`src/rtl/half_subtractor_pkg.sv`:
```
// Shared definitions for the registered lane-parallel half subtractor.
// Optional borrow statistics are enabled by HALF_SUBTRACTOR_DF_STATS_EN.
package half_subtractor_pkg;

    localparam int DEFAULT_WIDTH = 1;
    localparam int DEFAULT_CNT_W = 16;

    typedef struct packed {
        logic diff;
        logic borrow;
    } lane_result_t;

endpackage

```
`src/rtl/half_subtractor_df_if.sv`:
```
// Operand/result bundle for half_subtractor_df; borrow_cnt exists only when
// HALF_SUBTRACTOR_DF_STATS_EN is defined.
interface half_subtractor_df_if
    import half_subtractor_pkg::*;
#(
    parameter int WIDTH = DEFAULT_WIDTH,
    parameter int CNT_W = DEFAULT_CNT_W
);

    logic             in_valid;
    logic [WIDTH-1:0] A;
    logic [WIDTH-1:0] B;
    logic             out_valid;
    logic [WIDTH-1:0] Diff;
    logic [WIDTH-1:0] Borrow;
    logic             any_borrow;
`ifdef HALF_SUBTRACTOR_DF_STATS_EN
    logic [CNT_W-1:0] borrow_cnt;

    modport master (
        output in_valid, A, B,
        input  out_valid, Diff, Borrow, any_borrow, borrow_cnt
    );

    modport slave (
        input  in_valid, A, B,
        output out_valid, Diff, Borrow, any_borrow, borrow_cnt
    );
`else
    modport master (
        output in_valid, A, B,
        input  out_valid, Diff, Borrow, any_borrow
    );

    modport slave (
        input  in_valid, A, B,
        output out_valid, Diff, Borrow, any_borrow
    );
`endif

endinterface

```
`src/rtl/half_subtractor_df_cell.sv`:
```
// Combinational single-bit half subtractor cell: diff = a ^ b, borrow = ~a & b.
module half_subtractor_cell
    import half_subtractor_pkg::*;
(
    input  logic         a,
    input  logic         b,
    output lane_result_t result
);

    assign result.diff   = a ^ b;
    assign result.borrow = ~a & b;

endmodule

```
`src/rtl/half_subtractor_df.sv`:
```
// Registered lane-parallel half subtractor with valid flag and borrow OR-reduction.
// Define HALF_SUBTRACTOR_DF_STATS_EN to add the saturating borrow event counter.
module half_subtractor_df
    import half_subtractor_pkg::*;
#(
    parameter int WIDTH = DEFAULT_WIDTH,
    parameter int CNT_W = DEFAULT_CNT_W
)(
    input logic              clk,
    input logic              rst,
    half_subtractor_df_if.slave bus
);

    lane_result_t [WIDTH-1:0] lane_res;
    logic [WIDTH-1:0]         next_diff;
    logic [WIDTH-1:0]         next_borrow;
    logic                     next_any;

    logic                     valid_q;
    logic [WIDTH-1:0]         diff_q;
    logic [WIDTH-1:0]         borrow_q;
    logic                     any_q;

    for (genvar i = 0; i < WIDTH; i++) begin : g_lane
        half_subtractor_cell u_cell (
            .a      (bus.A[i]),
            .b      (bus.B[i]),
            .result (lane_res[i])
        );
        assign next_diff[i]   = lane_res[i].diff;
        assign next_borrow[i] = lane_res[i].borrow;
    end

    assign next_any = |next_borrow;

    // Results hold through idle cycles; only the valid flag follows in_valid.
    always_ff @(posedge clk or posedge rst) begin
        if (rst) begin
            valid_q  <= 1'b0;
            diff_q   <= '0;
            borrow_q <= '0;
            any_q    <= 1'b0;
        end else begin
            valid_q <= bus.in_valid;
            if (bus.in_valid) begin
                diff_q   <= next_diff;
                borrow_q <= next_borrow;
                any_q    <= next_any;
            end
        end
    end

    assign bus.out_valid  = valid_q;
    assign bus.Diff       = diff_q;
    assign bus.Borrow     = borrow_q;
    assign bus.any_borrow = any_q;

`ifdef HALF_SUBTRACTOR_DF_STATS_EN
    logic [CNT_W-1:0] cnt_q;

    // Counts accepted operands with any borrowing lane, saturating at all-ones.
    always_ff @(posedge clk or posedge rst) begin
        if (rst) begin
            cnt_q <= '0;
        end else if (bus.in_valid && next_any && (cnt_q != {CNT_W{1'b1}})) begin
            cnt_q <= cnt_q + 1'b1;
        end
    end

    assign bus.borrow_cnt = cnt_q;
`endif

endmodule

```
`src/flat_wrapper.sv`:
```
// flat-port wrapper written by rule: the top's interface ports become plain ports
module half_subtractor_df_flat import half_subtractor_pkg::*;
#(
    parameter int WIDTH = DEFAULT_WIDTH,
    parameter int CNT_W = DEFAULT_CNT_W
)
  (clk, rst, bus_in_valid, bus_A, bus_B, bus_out_valid, bus_Diff, bus_Borrow, bus_any_borrow);
  half_subtractor_df_if #(.WIDTH(WIDTH), .CNT_W(CNT_W)) bus_i ();
  input logic clk;
  input logic rst;
  input wire logic [$bits(bus_i.in_valid)-1:0] bus_in_valid;
  input wire logic [$bits(bus_i.A)-1:0] bus_A;
  input wire logic [$bits(bus_i.B)-1:0] bus_B;
  output wire logic [$bits(bus_i.out_valid)-1:0] bus_out_valid;
  output wire logic [$bits(bus_i.Diff)-1:0] bus_Diff;
  output wire logic [$bits(bus_i.Borrow)-1:0] bus_Borrow;
  output wire logic [$bits(bus_i.any_borrow)-1:0] bus_any_borrow;
  assign bus_i.in_valid = bus_in_valid;
  assign bus_i.A = bus_A;
  assign bus_i.B = bus_B;
  assign bus_out_valid = bus_i.out_valid;
  assign bus_Diff = bus_i.Diff;
  assign bus_Borrow = bus_i.Borrow;
  assign bus_any_borrow = bus_i.any_borrow;
  half_subtractor_df #(.WIDTH(WIDTH), .CNT_W(CNT_W)) u_core (.clk(clk), .rst(rst), .bus(bus_i));
endmodule
```
`config.mk`:
```
export PLATFORM = sky130hd
export DESIGN_NAME = half_subtractor_df_flat
export DESIGN_NICKNAME = d
export VERILOG_FILES = /design/src/rtl/half_subtractor_pkg.sv /design/src/rtl/half_subtractor_df_if.sv /design/src/rtl/half_subtractor_df_cell.sv /design/src/rtl/half_subtractor_df.sv /design/src/flat_wrapper.sv
export SDC_FILE = /design/constraint.sdc
export NUM_CORES = 1
export LEC_CHECK = 0
export CORE_AREA = 2 2 39 41
export CTS_CLUSTER_DIAMETER = 50
export DETAILED_ROUTE_END_ITERATION = 10
export DIE_AREA = 0 0 41 43
export PLACE_DENSITY = 0.3
export SYNTH_ARGS = -nofsm -noshare
export SYNTH_HDL_FRONTEND = slang
export SYNTH_SLANG_ARGS = --single-unit
```
`constraint.sdc`:
```
create_clock -name clk -period 1 [get_ports clk]
set_input_delay 0.15 -clock clk [delete_from_list [all_inputs] [get_ports clk]]
set_output_delay 0.15 -clock clk [all_outputs]
set_load 0.01 [all_outputs]
```
# Yosys cells after proc, flatten, opt, wreduce, memory -nomap -nowiden
# Index checks and enable logic that the tools add are counted.
# word_totals
ram_bits	0
romBits	0
word_cells	6
inputBits	5
register_bits	3
mem_count	0
out_inout_bits	4
latchBits	0
# classes
muxes	0
n_shift	0
bitwise	3
multipliers	0
reduce_logical	0
n_eq_ne	0
div	0
n_addsub	0
magnitude_cmp	0
# op_table
operator	n
1-bit AND	1
1-bit NOT	1
1-bit bitwise XOR	1

# Depth between registers and ports, before layout
# depth
word_depth	2
depth_mapped	3
depth_no_buf	3

# By module
# From an unflattened synthesis, not the netlist that was laid out.
# unflattened
hier_cells	10
area_unflattened_um2	128.9
# modules_own_cells
module	cells_each	n_inst	area_per_inst_um2	seq_area_each_um2
half_subtractor_df	7	1	108.9	75.1
half_subtractor_cell	3	1	20.0	0.0

# Worst setup path before layout
# Ideal clock, no wire load.
# synth_timing
path_type	register to register
from	reg u_core.bus.Borrow (netlist name)
to	reg u_core.borrow_q, in the netlist u_core.bus.Borrow
synth_period_minus_slack_ns	0.792
stages_incl_launch_ff	2
slack_ns	0.208
arrival_ns	0.667
setup_time_ns	0.125
n_path_buf	0
t_required_ns	0.875
path_cell_list	dfrtp_1 > mux2_4
# synth_rtl
element	line	text
end signal, assigned	half_subtractor_df.sv:47	borrow_q <= next_borrow;
end, declared	half_subtractor_df.sv:21	logic [WIDTH-1:0] borrow_q;

==> qor.txt <==
status - complete, no violations
via count - 112
maxcap violations - 0
Critical path buffers and inverters - 2
FMAX - 1.058 GHz
Total Power - 0.4126 mW
Layout Skew - 0 ns
Worst VDD drop - 0.0006465 V
Area Growth Syn to Fin - 90.10%
Inst Count DP - 35
clock latency on the worst-skew pair - 0.23 ns
clk buf depth - 2
Setup crit start kind - input pin
GRT overflow - 0
Placer Congestion - 0.6626
CTS sink cnt - 3
synthesized instance count - 10
maximum number of pins on one net before global-route repair - 4
fill count - 162
root buf cell - clkbuf_4
Yosys top cell by area - dfrtp_1
layout cells sized above 1 - 43.48%
Cell variety after synth - 7
antenna diode count - 0
post-synthesis register bit count - 3
slowest CP cell - clkdlybuf4s50_1
Worst Setup End Kind - flop
Commonest cells post-synth - dfrtp_1, inv_1
Starting Density - 9.132%
Area after DPL - 234.0 um2
Tot GR Track Use - 4.427%
most used flip-flop cell after synthesis - dfrtp_1
fin crit period - 0.9452 ns
antenna violations before repair - 0
H-tree Lvls - 1
Pleak - 0.1238 nW
Die X - 41 um
final setup vio count - 0
most common cell in the synthesized netlist - dfrtp_1
DRC errors left - 0
Layout Nets - 30
final worst-path cycle share - 94.52%
WL final - 275 um
Post-Syn Area per Cell - 12.64 um2
Finished Layout Cells - 39
met3 GRT Util - 6.283%
Vias per Instance - 2.872
first-pass GRT wire length - 441 um
Core ar. - 0.001384 mm2
end-of-flow core utilization - 17.36%
Post-synth EDFFs - 0
initial DRC count - 1
GR Layer Usage met2 - 4.063%
unrepaired setup endpoints after global routing - false
Pins Over Slew Limit - 0
CP startpoint - bus_A
DRT antenna net count - 0
wire per inst - 7.051 um
Initial DRT Pass Iterations - 2
Die ar. - 0.001763 mm2
Syn Nets - 16
gr busiest metal - met3
top post-synthesis cells by area - dfrtp_1, mux2_4, ha_1, buf_4, inv_1
Final WS setup - 0.05481 ns
Worst Hold Class - in2async
Synth top area share - 59.41%
Post-Syn Area - 126.4 um2
asr flop ratio synth - 100.0%
vias in the first global route - 114
Seq/Total Area, Yosys - 59.41%
crit path max fanout - 1
pre-CTS setup slack - -0.1811 ns
critical path's largest stage delay - 0.45 ns
met1 global-route usage - 5.178%
data required time of the critical path - 1.11 ns
CTS tree - yes
critical path, cell by cell - clkdlybuf4s50_1 -> inv_1 -> ha_1 -> mux2_4
Fin. Hold Viols - 0
Yosys warning count - 0
die height - 43 um
port bufs - 8
Reg clk slew, reported paths - 0.04 ns
Ports - 9
slew margin rel. - 92.20%
crit path kind - in2reg
worst hold slack - 0.09249 ns
Hold Buf Count CTS - 0
setup bufs post-CTS - 0
Fin Setup TNS - 0 ns
CTS Buf Count - 3
final design instance area without fill - 240.2 um2
cell family with most CP delay - buffers and inverters
Reg2Reg Launch Point - u_core.bus.Borrow$_DFFE_PP0P_
Core Rows - 14
P per Cell Area - 1718 mW/mm2
Arr. time, crit path - 1.05 ns
Slew @ Worst Pin - 0.1168 ns
[state kept, by name, indices dropped and copies added, names as in the netlist]
name                  count
u_core.bus.Borrow         1
u_core.bus.Diff           1
u_core.bus.out_valid      1
[final cells by class]
type / count / area [um2] / area share [%]
Sequential cell: 3 / 75.07 / 31.25
Tap cell: 16 / 20.02 / 8.333
Inverter: 2 / 7.507 / 3.125
Timing Repair Buffer: 10 / 75.07 / 31.25
Multi-Input combinational cell: 4 / 36.28 / 15.10
Clock buffer: 4 / 26.28 / 10.94
[routing by layer]
| layer | share of wire (%) | vias up |
|---|---|---|
| met5 | 0 | - |
| met4 | 0 | 0 |
| met3 | 14 | 0 |
| met2 | 35 | 6 |
| met1 | 51 | 48 |
| li1 | - | 58 |
[cell families (layout without fill, tap and decap cells)]
logic type,count (synthesis),count (layout),share of synthesized area [%]
multiplexers,1,1,11.88
AO/OA/AOI/OAI,1,1,3.957
flip-flops,3,3,59.40
AND/OR/NAND/NOR,1,1,2.967
adder cells (fa/ha/maj),1,1,9.899
buffers and inverters,3,16,11.89
[final timing paths]
path                                                        to  slack [ns]  cells after the start
worst max-delay path             u_core.bus.Borrow$_DFFE_PP0P_        0.05                      4
worst min-delay path            u_core.bus.out_valid$_DFF_PP0_        0.09                      2
worst max register to register   u_core.bus.Borrow$_DFFE_PP0P_        0.12                      2
worst min register to register     u_core.bus.Diff$_DFFE_PP0P_        0.55                      2
max in group asynchronous        u_core.bus.Borrow$_DFFE_PP0P_        0.77                      2
min in group clk                   u_core.bus.Diff$_DFFE_PP0P_        0.55                      2
[worst register-to-register path, cell delays in order, from the launching register on]
cell and delay [ns]:
dfrtp_1 0.38, buf_4 0.13, mux2_4 0.25
[layout by cell type (no fill, tap or decap)]
master           synthesis  final
ha_1                     1      1
a21oi_1                  1      1
nor2_1                   1      1
clkbuf_1                 0      1
dfrtp_1                  3      3
clkbuf_4                 0      3
inv_1                    2      2
mux2_4                   1      1
buf_4                    1      2
clkdlybuf4s50_1          0      4
buf_2                    0      2
clkbuf_2                 0      2
[report_power, final]
group	internal (mW)	total [mW]	switching, mW
clock network	0.149	0.211	0.0614
registers	0.133	0.138	0.00569
logic	0.0389	0.0634	0.0245
total	0.321	0.413	0.0917
[repair_timing]
action	4_1_cts	5_1_grt
pin swaps	0	0
resized for setup	11	3
setup endpoints to repair	4	3
Note: power is estimated with default switching activity, not from simulation.
